## config.mk

```make
export PLATFORM = sky130hd
export DESIGN_NAME = divisor_frecuencia
export DESIGN_NICKNAME = d
export VERILOG_FILES = /design/src/rtl/divisor_frecuencia.sv
export SDC_FILE = /design/constraint.sdc
export NUM_CORES = 1
export LEC_CHECK = 0
export CORE_MARGIN = 1.5
export CORE_UTILIZATION = 57
export DETAILED_ROUTE_END_ITERATION = 10
export GPL_ROUTABILITY_DRIVEN = 1
export PLACE_DENSITY = 0.86
export SLEW_MARGIN = 20
export SYNTH_ARGS = -nofsm -noshare
export SYNTH_HDL_FRONTEND = slang
export SYNTH_SLANG_ARGS = --single-unit
export TNS_END_PERCENT = 30
```

## constraint.sdc

```tcl
create_clock -name clk_in -period 2.3 [get_ports clk_in]
set_input_delay 0.69 -clock clk_in [delete_from_list [all_inputs] [get_ports clk_in]]
set_output_delay 0.69 -clock clk_in [all_outputs]
set_load 0.03 [all_outputs]
```

## src/rtl/divisor_frecuencia.sv

```systemverilog
// Baud-rate clock generator: divides clk_in by a rounded integer ratio and drives a
// near-50 % duty clk_div straight from a flip-flop (low phase first, then high).
module divisor_frecuencia #(
    parameter int unsigned CLK_HZ = 50_000_000,
    parameter int unsigned BAUD   = 9600
) (
    input  logic clk_in,
    input  logic reset,
    output logic clk_div
);

    // Guarded divisor keeps elaboration from dividing by zero before the check below fires.
    localparam int unsigned BAUD_NZ = (BAUD == 0) ? 1 : BAUD;
    localparam int unsigned DIV     = (CLK_HZ + BAUD_NZ / 2) / BAUD_NZ;
    localparam int unsigned HALF    = DIV / 2;
    localparam int unsigned LOW     = DIV - HALF;
    localparam int unsigned CW      = (DIV < 2) ? 1 : $clog2(DIV);

    localparam logic [CW-1:0] CNT_LAST = CW'(DIV - 1);
    localparam logic [CW-1:0] CNT_RISE = CW'(LOW);

    if (BAUD == 0) begin : g_err_baud_zero
        $error("divisor_frecuencia: BAUD must be non-zero");
    end
    if (BAUD > CLK_HZ) begin : g_err_baud_high
        $error("divisor_frecuencia: BAUD must not exceed CLK_HZ");
    end
    if (DIV < 2) begin : g_err_div_small
        $error("divisor_frecuencia: division ratio must be at least 2");
    end

    logic [CW-1:0] cnt;
    logic [CW-1:0] cnt_n;

    always_comb begin
        cnt_n = (cnt == CNT_LAST) ? '0 : cnt + CW'(1);
    end

    // Output is decided from the next count so clk_div stays a bare register.
    always_ff @(posedge clk_in or negedge reset) begin
        if (!reset) begin
            cnt     <= '0;
            clk_div <= 1'b0;
        end else begin
            cnt     <= cnt_n;
            clk_div <= (cnt_n >= CNT_RISE);
        end
    end

endmodule

```

==> summary.md, run 1 <==
| Metric | Value |
|---|---|
| Quantity of hold-fixing buffers added after cts | `0` |
| Clock edge transition at the registers on the reported setup and hold paths | `0.08 ns` |
| Pin count of the biggest net entering global routing | `15` |
| Crit path launch type | `flip-flop` |
| Cell with the biggest individual delay on the critical path | `clkdlybuf4s50_1` |
| Maximum buffer depth of the clock tree | `2` |
| Status | `completed` |
| Proportion of netlist area held by the largest area contributor | `between 40 and 50%` |
| Startpoint-to-endpoint class of the critical path | `reg2out` |
| Synth area leaders | `dfrtp_1, xnor2_1, xor2_1` |
| First-pass GRT wire length | `2220 um` |
| Cell area after placement | `between 700 and 800 sq um` |
| Routed WL | `approximately 1400 um` |
| Class of the tightest hold or removal check | `reg2reg` |
| Clock latency at the later pin of the worst-skew pair | `0.28 ns` |
| Clock Tree Root | `clkbuf_4` |
| Final-stage net count | `between 80 and 90` |
| Starting Density | `approximately three fifths` |
| Max-cap check violation count | `0` |
| Arrival time of the worst setup path | `1.29 ns` |
| Number of distinct standard cells referenced by the synthesized netlist | `33` |
| Required time reported for the critical path endpoint | `approximately 1.6 ns` |
| Total negative slack for setup checks | `0 ns` |
| Ratio of total power to cell area | `473 nW/um^2` |
| Cts repair resizes | `0` |
| Remaining number of nets flagged by the antenna check after routing | `0` |
| Setup ws final | `between 0.3 and 0.4 ns` |
| CP bufs+invs | `1` |
| Fmax | `slightly above 0.5 GHz` |
| Worst-path cell chain | `clkdlybuf4s50_1` |
| Number of global-route vias before repair | `~500` |
| Number of instances in the synthesized netlist | `78` |
| Setup repair after global routing missed its margin | `no` |
| Slew of the pin with the lowest slew margin | `between 0.6 and 0.7 ns` |
| Yosys reg bits | `14` |
| # H-tree levels | `1` |
| Final number of setup-violating endpoints | `0` |
| Leakage power | `~0.32 nW` |
| Post-Layout Inst Area | `just over 800 sq um` |
| Synth Warn # | `0` |
| Leading cell type in the layout, fill and taps excluded | `dfrtp_1` |
| Core ar. | `1300 sq um` |
| Clock period minus worst slack | `1.98 ns` |
| Buffers added on ports | `2` |
| Worst clock skew on the final layout | `about 0.0049 ns` |
| Overall fraction of global-route tracks in use | `between 20 and 25%` |
| Detailed placement HPWL | `960 um` |
| Commonest cells after routing, fill and taps aside | `dfrtp_1, nor2_1, nand2_1, xnor2_1, xor2_1` |
| Mapped Area | `between 700 and 800 sq um` |
| Slowest cell delay on critical path | `0.67 ns` |
| Iteration count of the initial detailed-routing pass | `4` |
| Total number of vias | `approximately 580` |
| Final weighted congestion in routability-driven placement | `0.801` |
| Row count | `13` |
| Count of boundary I/O pins | `3` |
| Initial antenna violation count | `0` |
| Total DRC errors in the routed layout | `0` |
| CTS tree | `yes` |
| Worst setup slack before clock tree synthesis | `around 0.42 ns` |
| IR Drop Worst-Case VDD | `between 0.3 and 0.4 mV` |
| Horiz. Die Dim | `approximately 40 um` |
| Share of the clock period used by the worst path after layout | `85.9%` |
| Fin Hold WS | `around 0.54 ns` |
| Full die area | `between 1500 and 2000 sq um` |
| Final Hold Violating Endpoints | `0` |
| Mean routed wirelength per cell | `14.7 um` |
| Post-Syn Area per Cell | `a little over 10 sq um` |
| CTS sink cnt | `14` |
| Antenna cells | `0` |
| Share of the core filled with cells in the final layout | `~63%` |
| Share of cells above drive strength 1 | `around 10%` |
| Syn-to-layout area delta | `3.48%` |
| Net count of the mapped netlist | `roughly 80` |
| Post-DR vias/cell | `around 6.3` |
| Sequential element share of the synthesized area | `~44%` |
| Setup repair bufs after CTS | `0` |
| Number of buffers added by the clock tree synthesis step | `3` |
| Largest fanout of any net on the critical path | `1` |
| Global-route congestion overflow total | `0` |
| DR iter-0 viols | `40` |
| Slew Limit Fails | `0` |
| Nature of the critical path endpoint | `primary output` |
| Crit path max-delay family | `buffers and inverters` |
| Max-Slew Margin vs Limit | `between 50% and 60%` |
| Post-synthesis cell type with the largest combined area | `dfrtp_1` |
| Die height | `around 40 um` |
==> synth_stat cells, drive strengths merged <==
cell type,instances
nor2b,1
nor2,8
or4b,1
clkbuf,2
a211o,1
a2bb2oi,1
buf,3
nor4bb,2
nand3,3
nand4,3
a21oi,1
nand4b,1
or4,1
a2111o,1
nand2,8
and4b,1
a31oi,1
xnor2,5
ha,1
nor3,2
a221oi,1
nor4,3
xor2,5
dfrtp,14
or3,1
o21ai,2
a21boi,1
inv,3
o31ai,1
==> cells by family after synthesis <==
| group | share of synthesized area, % |
|---|---|
| AOI/OAI and AO/OA | 10.6 |
| xor gates and xnor gates | 11.1 |
| adders and majority gates | 1.58 |
| buffers and inverters | 5.70 |
| DFF | 44.3 |
| and+or+nand+nor | 26.7 |
==> power by group <==
part	switching (mW)	leakage [nW]	total [mW]	internal [mW]
Sequential	0	0.181	0.246	0.246
Combinational	0.00459	0.129	0.00608	0.00149
Clock	0.0743	0.0138	0.135	0.0607
Total	0.0789	0.324	0.387	0.308
==> layout make-up <==
class / count / area [sq um]
Timing Repair Buffer: 2 / 20.0
Sequential cell: 14 / 350
Clock buffer: 3 / 22.5
Inverter: 3 / 11.3
Fill cell: 93 / 483
Tap cell: 15 / 18.8
Multi-Input combinational cell: 56 / 395
==> routing by layer <==
layer | track usage [%] | vias up | wire [um]
li1 | - | 281 | -
met1 | 31.9 | 272 | 638
met2 | 29.0 | 26 | 640
met3 | 5.00 | 3 | 67
met4 | 12.5 | 0 | 25
met5 | 0 | - | 0
==> registers in the layout (all words and copies together), names as in the netlist <==
signal and cells:
clk_div 1, cnt 13
==> through the flow <==
step / instances / power, mW
2_1_floorplan: 78 / 0.251
3_3_place_gp: 90 / 0.257
3_5_place_dp: 90 / 0.257
4_1_cts: 93 / 0.389
5_1_grt: 93 / 0.402
6_report: 93 / 0.387
==> final timing paths <==
kind	from	endpoint	slack (ns)	cells after the start
worst max-delay path	clk_div	clk_div	0.32	1
worst min-delay path	cnt[0]	cnt[0]	0.54	1
worst max register to register	cnt[2]	clk_div	0.41	5
worst min register to register	cnt[0]	cnt[0]	0.54	1
max in group asynchronous	reset	cnt[2]	1.10	1
min in group asynchronous	reset	cnt[8]	0.80	1
Power figures use the tool's default switching activity.
==> inputs of run 2 (changes only) <==
- CORE_UTILIZATION: 57 -> 40
- CTS_BUF_LIST: default -> sky130_fd_sc_hd__clkbuf_16
- PLACE_DENSITY: 0.86 -> 0.67
==> summary.md, run 2 (synthesized netlist as in run 1, its figures left out) <==
| Metric | Value |
|---|---|
| Status | `completed` |
| Initial antenna violation count | `0` |
| Largest fanout of any net on the critical path | `1` |
| Registers with the most flip-flops | `cnt x13, clk_div x1` |
| Syn-to-layout area delta | `12.2%` |
| Max-cap check violation count | `0` |
| Routed WL | `roughly 1400 um` |
| Share of the clock period used by the worst path after layout | `between 80% and 90%` |
| Commonest cells after routing, fill and taps aside | `dfrtp_1, nor2_1, nand2_1, xnor2_1, xor2_1` |
| Pin count of the biggest net entering global routing | `15` |
| CTS tree | `yes` |
| Clock edge transition at the registers on the reported setup and hold paths | `0.05 ns` |
| Share of the core filled with cells in the final layout | `about half` |
| Starting Density | `approximately 44%` |
| Post-Layout Inst Area | `~900 sq um` |
| Clock period minus worst slack | `just under 2 ns` |
| Capture endpoint of the worst hold path | `cnt[0]` |
| Buffers added on ports | `2` |
| Setup repair bufs after CTS | `0` |
| Mean routed wirelength per cell | `between 10 and 15 um` |
| Final weighted congestion in routability-driven placement | `0.764` |
| Number of stages on the worst hold path | `1` |
| Total DRC errors in the routed layout | `0` |
| Register-to-Register Setup Slack | `~0.37 ns` |
| Startpoint-to-endpoint class of the critical path | `reg2out` |
| Worst-path cell chain | `clkdlybuf4s50_1` |
| Global-route congestion overflow total | `0` |
| Slew of the pin with the lowest slew margin | `0.626 ns` |
| Arrival time of the worst setup path | `approximately 1.2 ns` |
| RR Endpoint | `clk_div` |
| Flip-flop count of the largest register, all copies and words added | `13` |
| DR iter-0 viols | `21` |
| Startpoint of the worst register-to-register path | `cnt[0]` |
| CTS sink cnt | `14` |
| Max-Slew Margin vs Limit | `between 50% and 60%` |
| Die height | `~47 um` |
| Ratio of total power to cell area | `approximately 650 nW/um^2` |
| Total negative slack for setup checks | `0 ns` |
| Antenna cells | `0` |
| Total area of sequential cells | `350 sq um` |
| Clock Tree Root | `clkbuf_16` |
| Slowest cell delay on critical path | `roughly 0.67 ns` |
| FF-to-FF path depth | `6` |
| Fmax | `just over 0.5 GHz` |
| Iteration count of the initial detailed-routing pass | `4` |
| Quantity of hold-fixing buffers added after cts | `0` |
| # H-tree levels | `1` |
| Slew Limit Fails | `0` |
| Setup repair after global routing missed its margin | `no` |
| Cts repair resizes | `0` |
| First-pass GRT wire length | `~2500 um` |
| Overall fraction of global-route tracks in use | `roughly 16%` |
| Total number of vias | `~560` |
| Count of boundary I/O pins | `3` |
| Core ar. | `1780 sq um` |
| Required time reported for the critical path endpoint | `roughly 1.6 ns` |
| Full die area | `2250 sq um` |
| Footprint of the multi-input gates | `approximately 400 sq um` |
| Post-DR vias/cell | `between 5 and 6` |
| Class of the tightest hold or removal check | `reg2reg` |
| Detailed placement HPWL | `roughly 970 um` |
| Final Hold Violating Endpoints | `0` |
| Crit path max-delay family | `buffers and inverters` |
| Cell with the biggest individual delay on the critical path | `clkdlybuf4s50_1` |
| IR Drop Worst-Case VDD | `between 0.3 and 0.4 mV` |
| Number of global-route vias before repair | `roughly 530` |
| Fill cell instance count of the final layout | `170` |
| Number of buffers added by the clock tree synthesis step | `3` |
| Share of cells above drive strength 1 | `10.1%` |
| Nature of the critical path endpoint | `primary output` |
| Cell area after placement | `a little over 800 sq um` |
| Leakage power | `about 0.35 nW` |
| Horiz. Die Dim | `~47 um` |
| Leading cell type in the layout, fill and taps excluded | `dfrtp_1` |
| Remaining number of nets flagged by the antenna check after routing | `0` |
| Worst clock skew on the final layout | `0.00143 ns` |
| Final number of setup-violating endpoints | `0` |
| Maximum buffer depth of the clock tree | `2` |
| Clock latency at the later pin of the worst-skew pair | `about 0.24 ns` |
| Crit path launch type | `flip-flop` |
| CP bufs+invs | `1` |
| Row count | `15` |
| Largest register by flop count | `cnt` |
| Startpoint of the most critical hold path | `cnt[0]` |
| Final-stage net count | `between 80 and 90` |
==> run 2: cell types whose count changed in the layout (fill, tap and decap cells not counted), sizes merged <==
cell and change:
clkinv +1
==> run 2: layer usage <==
layer	GRT usage (%)	vias up	wire length, um	share of wire, %
li1	-	281	-	-
met1	23.9	262	745	52
met2	21.1	9	606	42
met3	3.40	5	36	2.5
met4	11.7	0	48	3.3
met5	0	-	0	0
==> run 2: worst max-delay path by stage <==
stage | start | end | depth (start not counted) | slack [ns]
finish | clk_div | clk_div | 1 | 0.37
global route | cnt[0] | clk_div | 6 | 0.29
CTS | clk_div | clk_div | 1 | 0.35
detailed placement | cnt[0] | clk_div | 6 | 0.45
global placement | cnt[2] | clk_div | 5 | 0.45
floorplan | cnt[0] | clk_div | 6 | 0.54
==> run 2: stage by stage <==
stage               power (mW)  hold WS [ns]  cells  setup WS (ns)
finish                   0.580         0.545    104          0.367
global route             0.599         0.579    104          0.285
CTS                      0.591         0.556    104          0.346
detailed placement       0.257         0.550    100          0.447
global placement         0.257         0.523    100          0.448
floorplan                0.251         0.394     78          0.540
==> run 2: power breakdown <==
part / internal [mW] / switching [mW]
clock network: 0.230 / 0.0975
logic: 0.00149 / 0.00459
registers: 0.247 / 0
==> run 2: cell type report <==
class                           count  area share (%)
Multi-Input combinational cell     56            44.6
Sequential cell                    14            39.5
Clock buffer                        3            8.46
Tap cell                           25            3.53
Timing Repair Buffer                2            2.26
Inverter                            3            1.27
Clock inverter                      1           0.423
==> inputs of run 3 (changes only) <==
- clock period: 2.3 -> 2.02 ns (I/O delays scaled with it)
==> summary.md, run 3 (synthesized netlist as in run 1, its figures left out) <==
| Metric | Value |
|---|---|
| Detailed placement HPWL | `1010 um` |
| IR Drop Worst-Case VDD | `between 0.5 and 0.6 mV` |
| Worst setup path endpoint | `clk_div` |
| CTS sink cnt | `14` |
| Registers with the most flip-flops | `cnt x13, clk_div x1` |
| Share of cells above drive strength 1 | `14.6%` |
| Setup repair bufs after CTS | `0` |
| First-pass GRT wire length | `2290 um` |
| Register-to-Register Setup Slack | `around 0.18 ns` |
| Slew of the pin with the lowest slew margin | `around 0.33 ns` |
| Max-cap check violation count | `0` |
| Logic depth of the worst setup path including buffers | `5` |
| Iteration count of the initial detailed-routing pass | `3` |
| Antenna cells | `0` |
| Starting Density | `about 44%` |
| Class of the tightest hold or removal check | `reg2reg` |
| Slowest cell delay on critical path | `approximately 0.5 ns` |
| Maximum buffer depth of the clock tree | `2` |
| Status | `completed` |
| Total DRC errors in the routed layout | `0` |
| Cell area after placement | `between 800 and 900 sq um` |
| Total Power Consumption | `0.651 mW` |
| # H-tree levels | `1` |
| Routed WL | `between 1000 and 1500 um` |
| Total negative slack for setup checks | `0 ns` |
| Global-route congestion overflow total | `0` |
| CP bufs+invs | `0` |
| Clock period minus worst slack | `between 1.5 and 2 ns` |
| Mean routed wirelength per cell | `roughly 13 um` |
| Largest register by flop count | `cnt` |
| Startpoint of the worst register-to-register path | `cnt[2]` |
| Share of the clock period used by the worst path after layout | `about nine tenths` |
| DR iter-0 viols | `1` |
| Final number of setup-violating endpoints | `0` |
| CTS tree | `yes` |
| Share of the core filled with cells in the final layout | `between 50% and 60%` |
| Syn-to-layout area delta | `15.5%` |
| Nature of the critical path endpoint | `flip-flop` |
| Max-Slew Margin vs Limit | `77.8%` |
| Leading cell type in the layout, fill and taps excluded | `dfrtp_1` |
| Final Hold Violating Endpoints | `0` |
| Post-DR vias/cell | `~5.2` |
| Commonest cells after routing, fill and taps aside | `dfrtp_1, nor2_1, nand2_1, xnor2_1, xor2_1` |
| Fin Hold WS | `between 0.4 and 0.5 ns` |
| Cts repair resizes | `0` |
| Initial antenna violation count | `0` |
| Leakage power | `0.366 nW` |
| Required time reported for the critical path endpoint | `between 2 and 2.5 ns` |
| Row count | `15` |
| Start point of the critical path | `cnt[2]` |
| Worst-path cell chain | `nand3_4, or3_1, a211o_1, a221oi_2, o21ai_1` |
| Fmax | `around 0.54 GHz` |
| Number of buffers added by the clock tree synthesis step | `3` |
| Setup repair after global routing missed its margin | `no` |
| Overall fraction of global-route tracks in use | `~15%` |
| Post-Layout Inst Area | `a little over 900 sq um` |
| Ratio of total power to cell area | `about 700 nW/um^2` |
| RR Endpoint | `clk_div` |
| Worst clock skew on the final layout | `~0.0036 ns` |
| Remaining number of nets flagged by the antenna check after routing | `0` |
| Count of boundary I/O pins | `3` |
| Number of global-route vias before repair | `a little over 500` |
| Slew Limit Fails | `0` |
| Clock edge transition at the registers on the reported setup and hold paths | `approximately 0.040 ns` |
| Arrival time of the worst setup path | `roughly 2.0 ns` |
| Final-stage net count | `87` |
| Quantity of hold-fixing buffers added after cts | `0` |
| Largest fanout of any net on the critical path | `8` |
| Clock Tree Root | `clkbuf_16` |
| Total number of vias | `559` |
| Crit path max-delay family | `compound AO/OA/AOI/OAI gates` |
| Full die area | `about 2300 sq um` |
| Flip-flop count of the largest register, all copies and words added | `13` |
| Pin count of the biggest net entering global routing | `15` |
| FF-to-FF path depth | `5` |
| Cell with the biggest individual delay on the critical path | `dfrtp_1` |
| Crit path launch type | `flip-flop` |
| Die height | `47.5 um` |
| Startpoint-to-endpoint class of the critical path | `reg2reg` |
| Horiz. Die Dim | `around 47 um` |
| Final weighted congestion in routability-driven placement | `a little under 0.8` |
| Buffers added on ports | `2` |
| Core ar. | `approximately 1800 sq um` |
| Clock latency at the later pin of the worst-skew pair | `0.24 ns` |
==> run 3: worst reg2reg max path, delay by kind of cell, from the launching register on <==
| kind | cells | cell delay, ns |
|---|---|---|
| simple gates | 2 | 0.55 |
| flops | 1 | 0.50 |
| compound gates | 3 | 0.67 |
==> run 3: layout make-up <==
class / instances / area, sq um
Fill cell: 161 / 870
Multi-Input combinational cell: 56 / 395
Inverter: 3 / 11.3
Timing Repair Buffer: 6 / 50.0
Sequential cell: 14 / 350
Tap cell: 25 / 31.3
Clock buffer: 3 / 75.1
==> run 3: per-layer routing <==
layer | part of all wire (%) | wire (um) | track usage [%] | vias up
met4 | 2.4 | 33 | 8.33 | 0
met1 | 51 | 707 | 21.4 | 260
met5 | 0 | 0 | 0 | -
met2 | 42 | 582 | 19.7 | 8
met3 | 3.8 | 52 | 6.79 | 6
li1 | - | - | - | 285
==> run 3: worst min path at each step <==
stage	from	to	cells past startpoint
after floorplan	reset	clk_div	0
after global placement	cnt[0]	cnt[0]	1
after detailed placement	cnt[0]	cnt[0]	1
after CTS	cnt[0]	cnt[0]	1
after global routing	cnt[0]	cnt[0]	1
final	cnt[0]	cnt[0]	1
==> run 3: power by group <==
group	internal [mW]	switching (mW)
logic	0.00297	0.00547
registers	0.281	0
clock network	0.258	0.104
total	0.542	0.109
==> run 3: per-stage QoR <==
step	cells	worst slack, ns
after floorplan	78	0.260
after CTS	107	0.164
after global placement	104	0.147
final	107	0.176
after global routing	107	0.0382
after detailed placement	104	0.178
